**src/rtl/fa_chunk_seq.sv**
```systemverilog
// Multi-cycle WIDTH-bit adder: one CHUNK-bit ripple slice per clock, LSB chunk first.
// Optional signed-overflow output enabled by defining FA_CHUNK_SEQ_OVF_EN.

module fa_nbit #(
  parameter int WIDTH = 4
) (
  input  logic [WIDTH-1:0] a,
  input  logic [WIDTH-1:0] b,
  input  logic             ci,
  output logic [WIDTH-1:0] s,
  output logic             co
);

  // Ripple carry through every bit of the slice
  always_comb begin
    logic c;
    c = ci;
    s = '0;
    for (int i = 0; i < WIDTH; i++) begin
      s[i] = a[i] ^ b[i] ^ c;
      c    = (a[i] & b[i]) | (c & (a[i] ^ b[i]));
    end
    co = c;
  end

endmodule

module fa_chunk_seq #(
  parameter int WIDTH = 12,
  parameter int CHUNK = 4
) (
  input  logic             clk,
  input  logic             rst_n,
  input  logic             in_valid,
  output logic             in_ready,
  input  logic [WIDTH-1:0] a,
  input  logic [WIDTH-1:0] b,
  input  logic             ci,
  output logic             out_valid,
  input  logic             out_ready,
  output logic [WIDTH-1:0] s,
  output logic             co,
  output logic             busy
`ifdef FA_CHUNK_SEQ_OVF_EN
  ,output logic            ovf
`endif
);

  localparam int NCHUNK = WIDTH / CHUNK;
  localparam int CW     = $clog2(NCHUNK);

  typedef enum logic [1:0] {
    IDLE = 2'd0,
    RUN  = 2'd1,
    DONE = 2'd2
  } state_t;

  state_t           state_q, state_d;
  logic [WIDTH-1:0] a_q, a_d;
  logic [WIDTH-1:0] b_q, b_d;
  logic [WIDTH-1:0] s_q, s_d;
  logic             carry_q, carry_d;
  logic             co_q, co_d;
  logic             ovf_q, ovf_d;
  logic [CW-1:0]    cnt_q, cnt_d;

  logic [CHUNK-1:0] sum_chunk;
  logic             chunk_co;
  logic             carry_into_msb;

  fa_nbit #(.WIDTH(CHUNK)) u_add (
    .a  (a_q[CHUNK-1:0]),
    .b  (b_q[CHUNK-1:0]),
    .ci (carry_q),
    .s  (sum_chunk),
    .co (chunk_co)
  );

  // On the last chunk the operand MSBs sit at slice bit CHUNK-1
  assign carry_into_msb = a_q[CHUNK-1] ^ b_q[CHUNK-1] ^ sum_chunk[CHUNK-1];

  // Next-state and datapath update for the sequencer
  always_comb begin
    state_d = state_q;
    a_d     = a_q;
    b_d     = b_q;
    s_d     = s_q;
    carry_d = carry_q;
    co_d    = co_q;
    ovf_d   = ovf_q;
    cnt_d   = cnt_q;
    case (state_q)
      IDLE: begin
        if (in_valid) begin
          a_d     = a;
          b_d     = b;
          carry_d = ci;
          cnt_d   = '0;
          state_d = RUN;
        end else begin
          state_d = IDLE;
        end
      end
      RUN: begin
        for (int k = 0; k < NCHUNK; k++) begin
          if (cnt_q == CW'(k)) begin
            s_d[k*CHUNK +: CHUNK] = sum_chunk;
          end else begin
            s_d[k*CHUNK +: CHUNK] = s_q[k*CHUNK +: CHUNK];
          end
        end
        carry_d = chunk_co;
        a_d     = a_q >> CHUNK;
        b_d     = b_q >> CHUNK;
        if (cnt_q == CW'(NCHUNK - 1)) begin
          co_d    = chunk_co;
          ovf_d   = carry_into_msb ^ chunk_co;
          state_d = DONE;
        end else begin
          cnt_d   = cnt_q + 1'b1;
          state_d = RUN;
        end
      end
      DONE: begin
        if (out_ready) begin
          state_d = IDLE;
        end else begin
          state_d = DONE;
        end
      end
      default: begin
        state_d = IDLE;
      end
    endcase
  end

  // State and datapath registers, cleared asynchronously
  always_ff @(posedge clk or negedge rst_n) begin
    if (!rst_n) begin
      state_q <= IDLE;
      a_q     <= '0;
      b_q     <= '0;
      s_q     <= '0;
      carry_q <= 1'b0;
      co_q    <= 1'b0;
      ovf_q   <= 1'b0;
      cnt_q   <= '0;
    end else begin
      state_q <= state_d;
      a_q     <= a_d;
      b_q     <= b_d;
      s_q     <= s_d;
      carry_q <= carry_d;
      co_q    <= co_d;
      ovf_q   <= ovf_d;
      cnt_q   <= cnt_d;
    end
  end

  assign in_ready  = (state_q == IDLE);
  assign out_valid = (state_q == DONE);
  assign busy      = (state_q != IDLE);
  assign s         = s_q;
  assign co        = co_q;

`ifdef FA_CHUNK_SEQ_OVF_EN
  assign ovf = ovf_q;
`else
  logic unused_ovf;
  assign unused_ovf = ovf_q;
`endif

endmodule
```
**config.mk**
```make
export PLATFORM = sky130hd
export DESIGN_NAME = fa_chunk_seq
export DESIGN_NICKNAME = d
export VERILOG_FILES = /design/src/rtl/fa_chunk_seq.sv
export SDC_FILE = /design/constraint.sdc
export NUM_CORES = 1
export LEC_CHECK = 0
export BUFFER_PORTS_ARGS = -buffer_cell sky130_fd_sc_hd__buf_4
export CAP_MARGIN = 25
export CORE_UTILIZATION = 55
export CTS_BUF_LIST = sky130_fd_sc_hd__clkbuf_8
export CTS_CLUSTER_DIAMETER = 100
export DETAILED_ROUTE_END_ITERATION = 10
export GPL_ROUTABILITY_DRIVEN = 0
export PLACE_DENSITY = 0.89
export SYNTH_ARGS = -nofsm -noshare
export SYNTH_HDL_FRONTEND = slang
export SYNTH_SLANG_ARGS = --single-unit
```
**constraint.sdc**
```tcl
create_clock -name clk -period 2.4 [get_ports clk]
set_clock_uncertainty 0.1 [all_clocks]
set_input_delay 0.72 -clock clk [delete_from_list [all_inputs] [get_ports clk]]
set_output_delay 0.72 -clock clk [all_outputs]
set_load 0.01 [all_outputs]
```
==> summary.txt, run 1 <==
Route
  – Routed wire per std cell: 15.2 um
  – Drt pass-1 iters: 4
  – Total Wirelength: a little over 4000 um
  – Met1 Wirelength: approximately 1800 um
  – Antenna violation net count after detailed routing: 0
  – Top sig layer: met4
  – Vias/cell: roughly 5.5
  – Total number of vias: 1511
  – Residual DRC count: 0
  – Routed length on met2: approximately 2100 um
  – 1st-iter DRT viols: between 50 and 60
  – Met3 Wirelength: approximately 170 um

Floorplan
  – Rows: 22
  – Die width: ~64 um
  – Initial Util: between 50% and 60%
  – I/O Pins: 45
  – Die area: 4100 sq um
  – Die Ht: around 64 um
  – Core Box Area: approximately 3700 sq um

Synth
  – Simple-Gate Fraction of Synth Area: 17.7%
  – Area fraction of the dominant cell type after synthesis: 49.6%
  – Post-Syn Area per Cell: ~12 sq um
  – Post-synth design cell area: 2120 sq um
  – Mux cell area share after synthesis: about 6.5%
  – Synth Register Bits: between 40 and 50
  – Syn_nets: between 200 and 250
  – Ranking of synthesized cells by area: dfrtp_1, nor4b_1, a211oi_1
  – Area leader, netlist: dfrtp_1
  – Post-synthesis xor/xnor area fraction: 0%
  – Compound-Gate Fraction of Synth Area: about an eighth
  – Synth cell types: 26
  – Synth warnings: 0
  – Adder-cell share of the synthesized area: ~5.6%
  – Seq/Total Area, Yosys: a little under 50%
  – Main combinational cell family by area after synthesis: simple AND/OR/NAND/NOR gates
  – Post-Synthesis Cells: ~180

Clock network
  – CTS tree: built
  – CTS buffer count: 5
  – CTS H-Tree Depth: 2
  – Clk_lat worst skew: about 300 ps
  – Clk buf depth: 2
  – Root Driver: clkbuf_8
  – Reg clk slew, reported paths: about 70 ps
  – # clock sinks: 42

STA
  – Fmax achieved: roughly 430 MHz
  – Period utilization: 96.5%
  – RSZ-0062 raised after global routing: false
  – Slew margin rel.: roughly 66%
  – Setup TNS: 0 ps
  – Finish-stage setup viols: 0
  – Max-slew violation count: 0
  – Least-Margin Pin Slew: 512 ps
  – Hold Fails Final Rpt: 0
  – Final hold slack: ~290 ps
  – Tmin final: approximately 2300 ps

Global route
  – Vias in the first global route: 1496
  – Total GRT Usage: 23.8%
  – Antenna violations before repair: 0
  – First-pass GRT wire length: ~7000 um
  – Largest net degree at the start of global routing: 45
  – Grt ovf: 0

Power
  – Leakage: about 1.3 nW
  – Maximum vdd drop: about 0.75 mV
  – Pwr dens: between 1000 and 1500 nW/um^2

Critical path
  – Slowest stage delay, CP: 450 ps
  – R2r startpoint: a_q[0]
  – Reg2Reg Depth: 8
  – WP data required: around 2500 ps
  – Slowest-stage cell, CP: fa_1
  – Worst flop-to-flop path endpoint: s[11]
  – R2R setup slack: ~83 ps
  – Critical Path, Cell by Cell: fa_1, inv_1, fa_2, inv_1, fa_2, inv_2, fa_1, mux2i_1
  – Setup crit start kind: flop
  – WP data arrival: around 2400 ps
  – Worst Path Max Fanout: 3
  – Crit path capture type: flop
  – Setup CP Type: reg2reg

Finish
  – Nets: 262
  – Core Util, Final: 69.6%
  – Ant diodes: 0
  – Final Cell Area: between 2000 and 3000 sq um
  – Share of layout cells above drive strength 1: between 30% and 40%
  – Area grow syn2layout: 21.2%

Place
  – PortBufs: between 40 and 50
  – Final HPWL DP: 2910 um
  – DP Area: around 2500 sq um

Hold path
  – Hold Crit Class: in2async

Run
  – Max Cap Viol: 0

Status
  – Status: complete, no violations
[critical path: cells and delay by family (launching register included)]
family | cells | cell delay [ps]
mux | 1 | 150
fa+ha+maj | 4 | 1390
flops | 1 | 400
buf+inv | 3 | 190
[what timing repair did]
item	in CTS	in global routing
endpoints found under the hold margin	0	0
resized for setup	0	3
hold buffers	0	0
setup buffers	0	1
endpoints found under the setup margin	0	3
[cells by family (layout without fill, tap and decap cells)]
family | Yosys count | count (layout)
buffers and inverters | 44 | 87
adder cells (fa/ha/maj) | 7 | 7
AO/OA/AOI/OAI | 30 | 30
multiplexers | 13 | 13
AND/OR/NAND/NOR | 46 | 46
flip-flops | 42 | 42
[power breakdown]
| part | switching, mW | internal (mW) |
|---|---|---|
| clock | 0.226 | 0.222 |
| combinational | 0.922 | 0.889 |
| sequential | 0.203 | 1.06 |
| total | 1.35 | 2.17 |
[registers in the layout, indices dropped and copies added (netlist names)]
name / cells
state_q: 2
co: 1
cnt_q: 2
b_q: 12
a_q: 12
carry_q: 1
s: 12
[metrics by stage]
| stage | setup WS, ps | instances | total power, mW |
|---|---|---|---|
| after global placement | 173 | 266 | 2.97 |
| final | 83.4 | 273 | 3.52 |
| after detailed placement | 64.5 | 266 | 3.06 |
| after CTS | 43.5 | 272 | 3.51 |
| after global routing | 16.3 | 273 | 3.82 |
| after floorplan | 228 | 182 | 2.49 |
[routing by layer]
| metal | vias to the layer above | global-route usage (%) |
|---|---|---|
| li1 | 723 | - |
| met4 | 0 | 9.66 |
| met1 | 738 | 29.6 |
| met2 | 40 | 39.2 |
| met3 | 10 | 6.25 |
| met5 | - | 0 |
[how the worst max path moves through the flow]
stage	start	to	cells past startpoint
final	a_q[0]	s[11]	8
after global routing	a_q[0]	s[3]	8
after CTS	a_q[0]	s[11]	8
after detailed placement	a_q[0]	s[11]	8
after global placement	a_q[0]	s[11]	8
after floorplan	a_q[0]	s[3]	8
[layout by cell type (no fill, tap or decap), drive strengths merged]
cell type | netlist | layout
a211o | 2 | 2
a211oi | 16 | 16
a21oi | 1 | 1
a222oi | 1 | 1
a22o | 8 | 8
and3 | 2 | 2
and4bb | 1 | 1
buf | 12 | 50
clkbuf | 1 | 6
dfrtp | 42 | 42
fa | 4 | 4
ha | 3 | 3
inv | 31 | 31
mux2 | 6 | 6
mux2i | 7 | 7
nand2b | 3 | 3
nand3b | 3 | 3
nor2 | 1 | 1
nor2b | 2 | 2
nor3b | 17 | 17
nor4b | 17 | 17
o21ai | 1 | 1
o21bai | 1 | 1
[synth_stat cells]
cell and number:
a211o_1 2, o21ai_1 1, buf_4 4, buf_2 8, inv_1 31, fa_1 4
a22o_1 8, a211oi_1 16, nor2b_1 2, nand2b_1 3, and3_1 2, clkbuf_1 1
mux2i_1 7, and4bb_1 1, dfrtp_1 42, a222oi_1 1, nor3b_1 16, a21oi_1 1
nand3b_2 1, ha_1 3, o21bai_4 1, nor3b_4 1, nand3b_1 2, nor2_1 1
mux2_2 6, nor4b_1 17
[layout make-up]
class | instances | area (sq um)
sequential | 42 | 1050
tap | 48 | 60.1
clock buffer | 6 | 82.6
timing repair buffer | 50 | 375
inverter | 31 | 116
multi-input combinational | 96 | 881
fill | 299 | 1120
Note: power is estimated with default switching activity, not from simulation.
==> inputs of run 2 (changes only) <==
--- a/config.mk
+++ b/config.mk
@@ -10,9 +10,12 @@
 export CORE_UTILIZATION = 55
 export CTS_BUF_LIST = sky130_fd_sc_hd__clkbuf_8
 export CTS_CLUSTER_DIAMETER = 100
+export CTS_CLUSTER_SIZE = 24
 export DETAILED_ROUTE_END_ITERATION = 10
 export GPL_ROUTABILITY_DRIVEN = 0
 export PLACE_DENSITY = 0.89
+export SLEW_MARGIN = 20
 export SYNTH_ARGS = -nofsm -noshare
 export SYNTH_HDL_FRONTEND = slang
+export SYNTH_HIERARCHICAL = 1
 export SYNTH_SLANG_ARGS = --single-unit
==> summary.txt, run 2 <==
Synth
  – Post-synth ARST share: 100% (unchanged)
  – Syn_nets: 212 (-2.8%)
  – Most common library cells after synthesis: dfrtp_1, inv_1, or4b_1
  – Synth cell types: 25 (-3.8%)
  – Synth warnings: 6 (+6)
  – Mux cell area share after synthesis: 6.85% (+0.35 points)
  – Area leader, netlist: dfrtp_1
  – Adder-cell share of the synthesized area: 5.50% (-0.052 points)
  – Post-synth design cell area: 2140 sq um (+0.95%)
  – Simple-Gate Fraction of Synth Area: 16.5% (-1.2 points)
  – Synth Register Bits: 42 (unchanged)
  – Compound-Gate Fraction of Synth Area: 13.9% (+2.2 points)
  – Most numerous cell in the Yosys netlist: dfrtp_1
  – Post-synthesis xor/xnor area fraction: 0% (unchanged)
  – Post-synth top flop: dfrtp_1
  – Post-Syn Area per Cell: 12.1 sq um (+4.4%)
  – Ranking of synthesized cells by area: dfrtp_1, o221a_2, or4b_1
  – Post-Synthesis Cells: 176 (-3.3%)
  – Number of flops mapped to enable cells by yosys: 0 (unchanged)
  – Area fraction of the dominant cell type after synthesis: 49.2% (-0.47 points)
  – Seq/Total Area, Yosys: 49.2% (-0.47 points)
  – Main combinational cell family by area after synthesis: simple AND/OR/NAND/NOR gates

Floorplan
  – Die Ht: 64.3 um (+0.46%)
  – I/O Pins: 45 (unchanged)
  – Rows: 22 (unchanged)
  – Die width: 64.3 um (+0.46%)
  – Core Box Area: 3690 sq um (unchanged)
  – Die area: 4140 sq um (+0.92%)
  – Initial Util: 57.9% (+0.54 points)

STA
  – Least-Margin Pin Slew: 678 ps (+165 ps)
  – Hold Fails Final Rpt: 0 (unchanged)
  – Max-slew violation count: 0 (unchanged)
  – Tmin final: 2290 ps (-22.9 ps)
  – Fmax achieved: 436 MHz (+1.0%)
  – Setup TNS: 0 ps (unchanged)
  – Period utilization: 95.6% (-0.96 points)
  – Finish-stage setup viols: 0 (unchanged)
  – Slew margin rel.: 54.8% (-11 points)
  – RSZ-0062 raised after global routing: false

Route
  – Antenna violation net count after detailed routing: 0 (unchanged)
  – Drt pass-1 iters: 4 (unchanged)
  – Total number of vias: 1540 (+1.9%)
  – 1st-iter DRT viols: 82 (+55%)
  – Residual DRC count: 0 (unchanged)
  – Vias/cell: 5.86 (+5.8%)
  – Total Wirelength: 4340 um (+4.6%)
  – Routed wire per std cell: 16.5 um (+8.6%)

Hold path
  – Hold Crit Class: in2async

Finish
  – Nets: 250 (-4.6%)
  – Commonest cells after routing, fill and taps aside: buf_4, dfrtp_1, inv_1
  – Commonest non-fill, non-tap cell in the layout: buf_4
  – Area grow syn2layout: 20.3%
  – Share of layout cells above drive strength 1: 41.9% (+12 points)
  – Filler instances: 287 (-4.0%)
  – Final Cell Area: 2570 sq um (+0.20%)
  – Ant diodes: 0 (unchanged)

Global route
  – Vias in the first global route: 1418 (-5.2%)
  – Total GRT Usage: 23.8% (about the same)
  – Largest net degree at the start of global routing: 43 (-4.4%)
  – Antenna violations before repair: 0 (unchanged)
  – Grt ovf: 0 (unchanged)
  – First-pass GRT wire length: 7220 um (+0.19%)

Critical path
  – Crit path capture type: flop
  – WP data arrival: 2380 ps (-60 ps)
  – Setup crit start kind: flop
  – Worst Path Max Fanout: 3 (unchanged)
  – WP data required: 2490 ps (-30 ps)
  – Setup CP Type: reg2reg

Place
  – PortBufs: 44 (unchanged)
  – Final HPWL DP: 3120 um (+7.0%)
  – DP Area: 2450 sq um (-0.76%)

Clock network
  – # clock sinks: 42 (unchanged)
  – CTS H-Tree Depth: 2 (unchanged)
  – Clk_lat worst skew: 300 ps (about the same)
  – Clk buf depth: 2 (unchanged)
  – CTS buffer count: 5 (unchanged)
  – Reg clk slew, reported paths: 80 ps (about the same)
  – Root Driver: clkbuf_8
  – CTS tree: built

Power
  – Maximum vdd drop: 0.587 mV (-22%)
  – Leakage: 1.16 nW (-8.4%)
  – Pwr dens: 1400 nW/um^2 (+2.2%)

Run
  – Max Cap Viol: 0 (unchanged)

Status
  – Status: complete, no violations
[run 2: timing repair]
| item | 4_1_cts | 5_1_grt |
|---|---|---|
| setup buffers | 0 | 1 |
| endpoints found under the setup margin | 0 | 3 |
| hold buffers | 0 | 0 |
| gates resized for setup | 0 | 2 |
[run 2: area by class of cell]
cell class | count | area [sq um] | area share, %
Clock buffer | 5 | 68.8 | 2.68
Tap cell | 48 | 60.1 | 2.34
Sequential cell | 42 | 1050 | 40.9
Multi-Input combinational cell | 96 | 916 | 35.6
Timing Repair Buffer | 47 | 353 | 13.7
Inverter | 22 | 82.6 | 3.21
Clock inverter | 3 | 40.0 | 1.56
[run 2: worst paths after layout]
check / slack (ps) / depth (start not counted) / start / endpoint
hold reg to reg: 410 / 1 / s[1] / s[1]
setup reg to reg: 110 / 9 / b_q[0] / s[7]
setup / recovery: 110 / 9 / b_q[0] / s[7]
min in group clk: 410 / 1 / s[1] / s[1]
max in group asynchronous: 1550 / 1 / rst_n / s[10]
hold / removal: 290 / 1 / rst_n / s[9]
[run 2: logic make-up after synthesis]
kind of cell    after synthesis
buf+inv                      38
compound gates               30
mux                          13
simple gates                 46
flops                        42
fa+ha+maj                     7
[run 2: per-stage QoR]
step / hold slack [ps] / util (%) / cells / power (mW) / setup WS (ps)
6_report: 290 / 69.7 / 263 / 3.61 / 106
5_1_grt: 325 / 69.7 / 263 / 3.87 / 2.02
2_1_floorplan: 324 / - / 176 / 2.52 / 188
3_3_place_gp: 389 / 66.5 / 254 / 2.93 / 149
3_5_place_dp: 395 / 66.5 / 254 / 3.05 / 78.1
4_1_cts: 307 / 69.4 / 262 / 3.59 / 67.5
[run 2: critical path, cell delays in order, from the launching register on]
cell and delay [ps]:
dfrtp_1 390, fa_1 180, inv_1 50, fa_1 350
inv_1 80, fa_2 180, inv_1 50, fa_1 510
inv_2 50, mux2_2 250
[run 2: per-layer routing]
layer | part of all wire (%) | track usage (%) | up-vias
met4 | 1.2 | 7.50 | 0
met3 | 5.0 | 6.43 | 6
met2 | 49 | 36.8 | 52
met5 | 0 | 0 | -
met1 | 45 | 32.5 | 761
li1 | - | - | 721
[run 2: power breakdown]
part           internal (mW)  switching [mW]  leakage [nW]
logic                  0.906           0.796         0.597
registers               1.06           0.289         0.506
clock network          0.306           0.245        0.0579
==> inputs of run 3 (changes only) <==
--- a/config.mk
+++ b/config.mk
@@ -5,15 +5,15 @@
 export SDC_FILE = /design/constraint.sdc
 export NUM_CORES = 1
 export LEC_CHECK = 0
-export BUFFER_PORTS_ARGS = -buffer_cell sky130_fd_sc_hd__buf_4
 export CAP_MARGIN = 25
 export CORE_UTILIZATION = 55
 export CTS_BUF_LIST = sky130_fd_sc_hd__clkbuf_8
 export CTS_CLUSTER_DIAMETER = 100
 export CTS_CLUSTER_SIZE = 24
 export DETAILED_ROUTE_END_ITERATION = 10
+export DONT_BUFFER_PORTS = 1
 export GPL_ROUTABILITY_DRIVEN = 0
-export PLACE_DENSITY = 0.89
+export PLACE_DENSITY = 0.79
 export SLEW_MARGIN = 20
 export SYNTH_ARGS = -nofsm -noshare
 export SYNTH_HDL_FRONTEND = slang
==> summary.txt, run 3 (synthesized netlist as in run 2, its figures left out) <==
Finish
  – Nets: 209 (-16%)
  – Area grow syn2layout: 5.80%
  – Commonest non-fill, non-tap cell in the layout: dfrtp_1
  – Filler instances: 299 (+4.2%)
  – Core Util, Final: 61.3% (-8.4 points)
  – Ant diodes: 0 (unchanged)
  – Commonest cells after routing, fill and taps aside: dfrtp_1, inv_1, or4b_1
  – Share of layout cells above drive strength 1: 27.6% (-14 points)

Route
  – Top sig layer: met4
  – Routed wire per std cell: 18.2 um (+10%)
  – Met1 Wirelength: 1870 um (-4.6%)
  – Total number of vias: 1356 (-12%)
  – Residual DRC count: 0 (unchanged)
  – Antenna violation net count after detailed routing: 0 (unchanged)
  – Routed length on met2: 1880 um (-11%)
  – Total Wirelength: 4030 um (-7.0%)
  – Vias/cell: 6.11 (+4.3%)
  – Drt pass-1 iters: 4 (unchanged)
  – Met3 Wirelength: 219 um (+0.92%)
  – 1st-iter DRT viols: 87 (+6.1%)

Critical path
  – R2r startpoint: a_q[0]
  – WP data required: 2480 ps (about the same)
  – WP data arrival: 2400 ps (+20 ps)
  – Worst flop-to-flop path endpoint: s[3]
  – Setup CP Type: reg2reg
  – Reg2Reg Depth: 9 (unchanged)
  – Worst Path Max Fanout: 3 (unchanged)
  – Crit path capture type: flop
  – Setup crit start kind: flop
  – R2R setup slack: 80 ps (-20 ps)

STA
  – Tmin final: 2320 ps (+24.2 ps)
  – Fmax achieved: 431 MHz (-1.0%)
  – Finish-stage setup viols: 0 (unchanged)
  – Period utilization: 96.6% (+1.0 points)
  – Slew margin rel.: 56.8% (+2.0 points)
  – Max-slew violation count: 0 (unchanged)
  – Least-Margin Pin Slew: 648 ps (-29.9 ps)
  – Setup TNS: 0 ps (unchanged)
  – RSZ-0062 raised after global routing: false
  – Hold Fails Final Rpt: 0 (unchanged)
  – Final hold slack: 152 ps (-137 ps)

Status
  – Status: complete, no violations

Global route
  – Vias in the first global route: 1342 (-5.4%)
  – Grt ovf: 0 (unchanged)
  – First-pass GRT wire length: 6760 um (-6.5%)
  – Largest net degree at the start of global routing: 43 (unchanged)
  – Total GRT Usage: 21.8% (-2.0 points)
  – Antenna violations before repair: 0 (unchanged)

Power
  – P_int: 2.03 mW (-11%)
  – Pwr dens: 1450 nW/um^2 (+3.2%)
  – Register share of total power: 43.4% (+5.9 points)
  – Post-route total power: 3.27 mW (-9.2%)
  – Maximum vdd drop: 0.591 mV (+0.65%)
  – Logic pwr share: 42.5% (-4.7 points)
  – Sw frac: 38.0% (+1.2 points)
  – Net switching power: 1.25 mW (-6.3%)
  – Leakage: 0.959 nW (-17%)
  – Part of the power in the clock network: 14.1% (-1.2 points)

Place
  – Final HPWL DP: 2860 um (-8.2%)
  – PortBufs: 0 (-100%)

Clock network
  – CTS H-Tree Depth: 2 (unchanged)
  – Clk_lat worst skew: 290 ps (about the same)
  – CTS buffer count: 5 (unchanged)
  – Root Driver: clkbuf_8
  – Reg clk slew, reported paths: 80 ps (about the same)
  – # clock sinks: 42 (unchanged)
  – CTS tree: built
  – Clk buf depth: 2 (unchanged)

Floorplan
  – Die width: 64.3 um (unchanged)
  – Die area: 4140 sq um (unchanged)
  – Core Box Area: 3690 sq um (unchanged)
  – Initial Util: 57.9% (unchanged)
  – Die Ht: 64.3 um (unchanged)
  – Rows: 22 (unchanged)
  – I/O Pins: 45 (unchanged)

Hold path
  – Hold Crit Class: in2async

Run
  – Max Cap Viol: 0 (unchanged)
==> run 3: how the worst max path moves through the flow <==
stage                      start     to  slack (ps)  cells after the start
after detailed placement  a_q[0]   s[7]          80                      9
after global routing      a_q[0]   s[3]           3                      9
after floorplan           a_q[0]  s[11]         190                      9
final                     a_q[0]   s[3]          80                      9
after global placement    a_q[0]   s[7]         140                      9
after CTS                 a_q[0]   s[3]          60                      9
==> run 3: area by class of cell <==
cell class	count	area (sq um)	area share [%]
Multi-Input combinational cell	96	916	40.5
Tap cell	48	60.1	2.66
Clock buffer	6	82.6	3.65
Timing Repair Buffer	6	60.1	2.66
Sequential cell	42	1050	46.5
Inverter	22	82.6	3.65
Clock inverter	2	8.76	0.387
==> run 3: what timing repair did <==
action	4_1_cts	5_1_grt
hold endpoints to repair	0	39
buffers inserted	0	1
hold buffers	0	2
resized for setup	0	3
setup endpoints to repair	0	3
==> run 3: power groups by stage <==
stage	clock, mW	combinational [mW]	sequential (mW)
2_1_floorplan	0	1.22	1.30
3_3_place_gp	0	1.28	1.41
3_5_place_dp	0	1.36	1.43
4_1_cts	0.470	1.36	1.42
5_1_grt	0.504	1.57	1.47
6_report	0.462	1.39	1.42
==> run 3: worst max-delay path, cell delays in order, from the launching register on <==
cell and delay [ps]:
dfrtp_1 390, fa_2 210, inv_1 50, fa_1 360, inv_1 80, fa_1 170
inv_2 40, fa_1 520, inv_2 50, mux2_2 250
==> run 3: layer usage <==
metal,vias up,track usage (%)
met5,-,0
li1,643,-
met4,0,7.50
met3,7,6.61
met1,667,30.1
met2,39,32.6
==> run 3: metrics by stage <==
stage	instance area (sq um)	worst slack, ps	std cells
2_1_floorplan	2140	188	176
3_3_place_gp	2130	142	211
3_5_place_dp	2130	76.9	211
4_1_cts	2220	60.2	219
5_1_grt	2260	3.32	222
6_report	2260	82.1	222
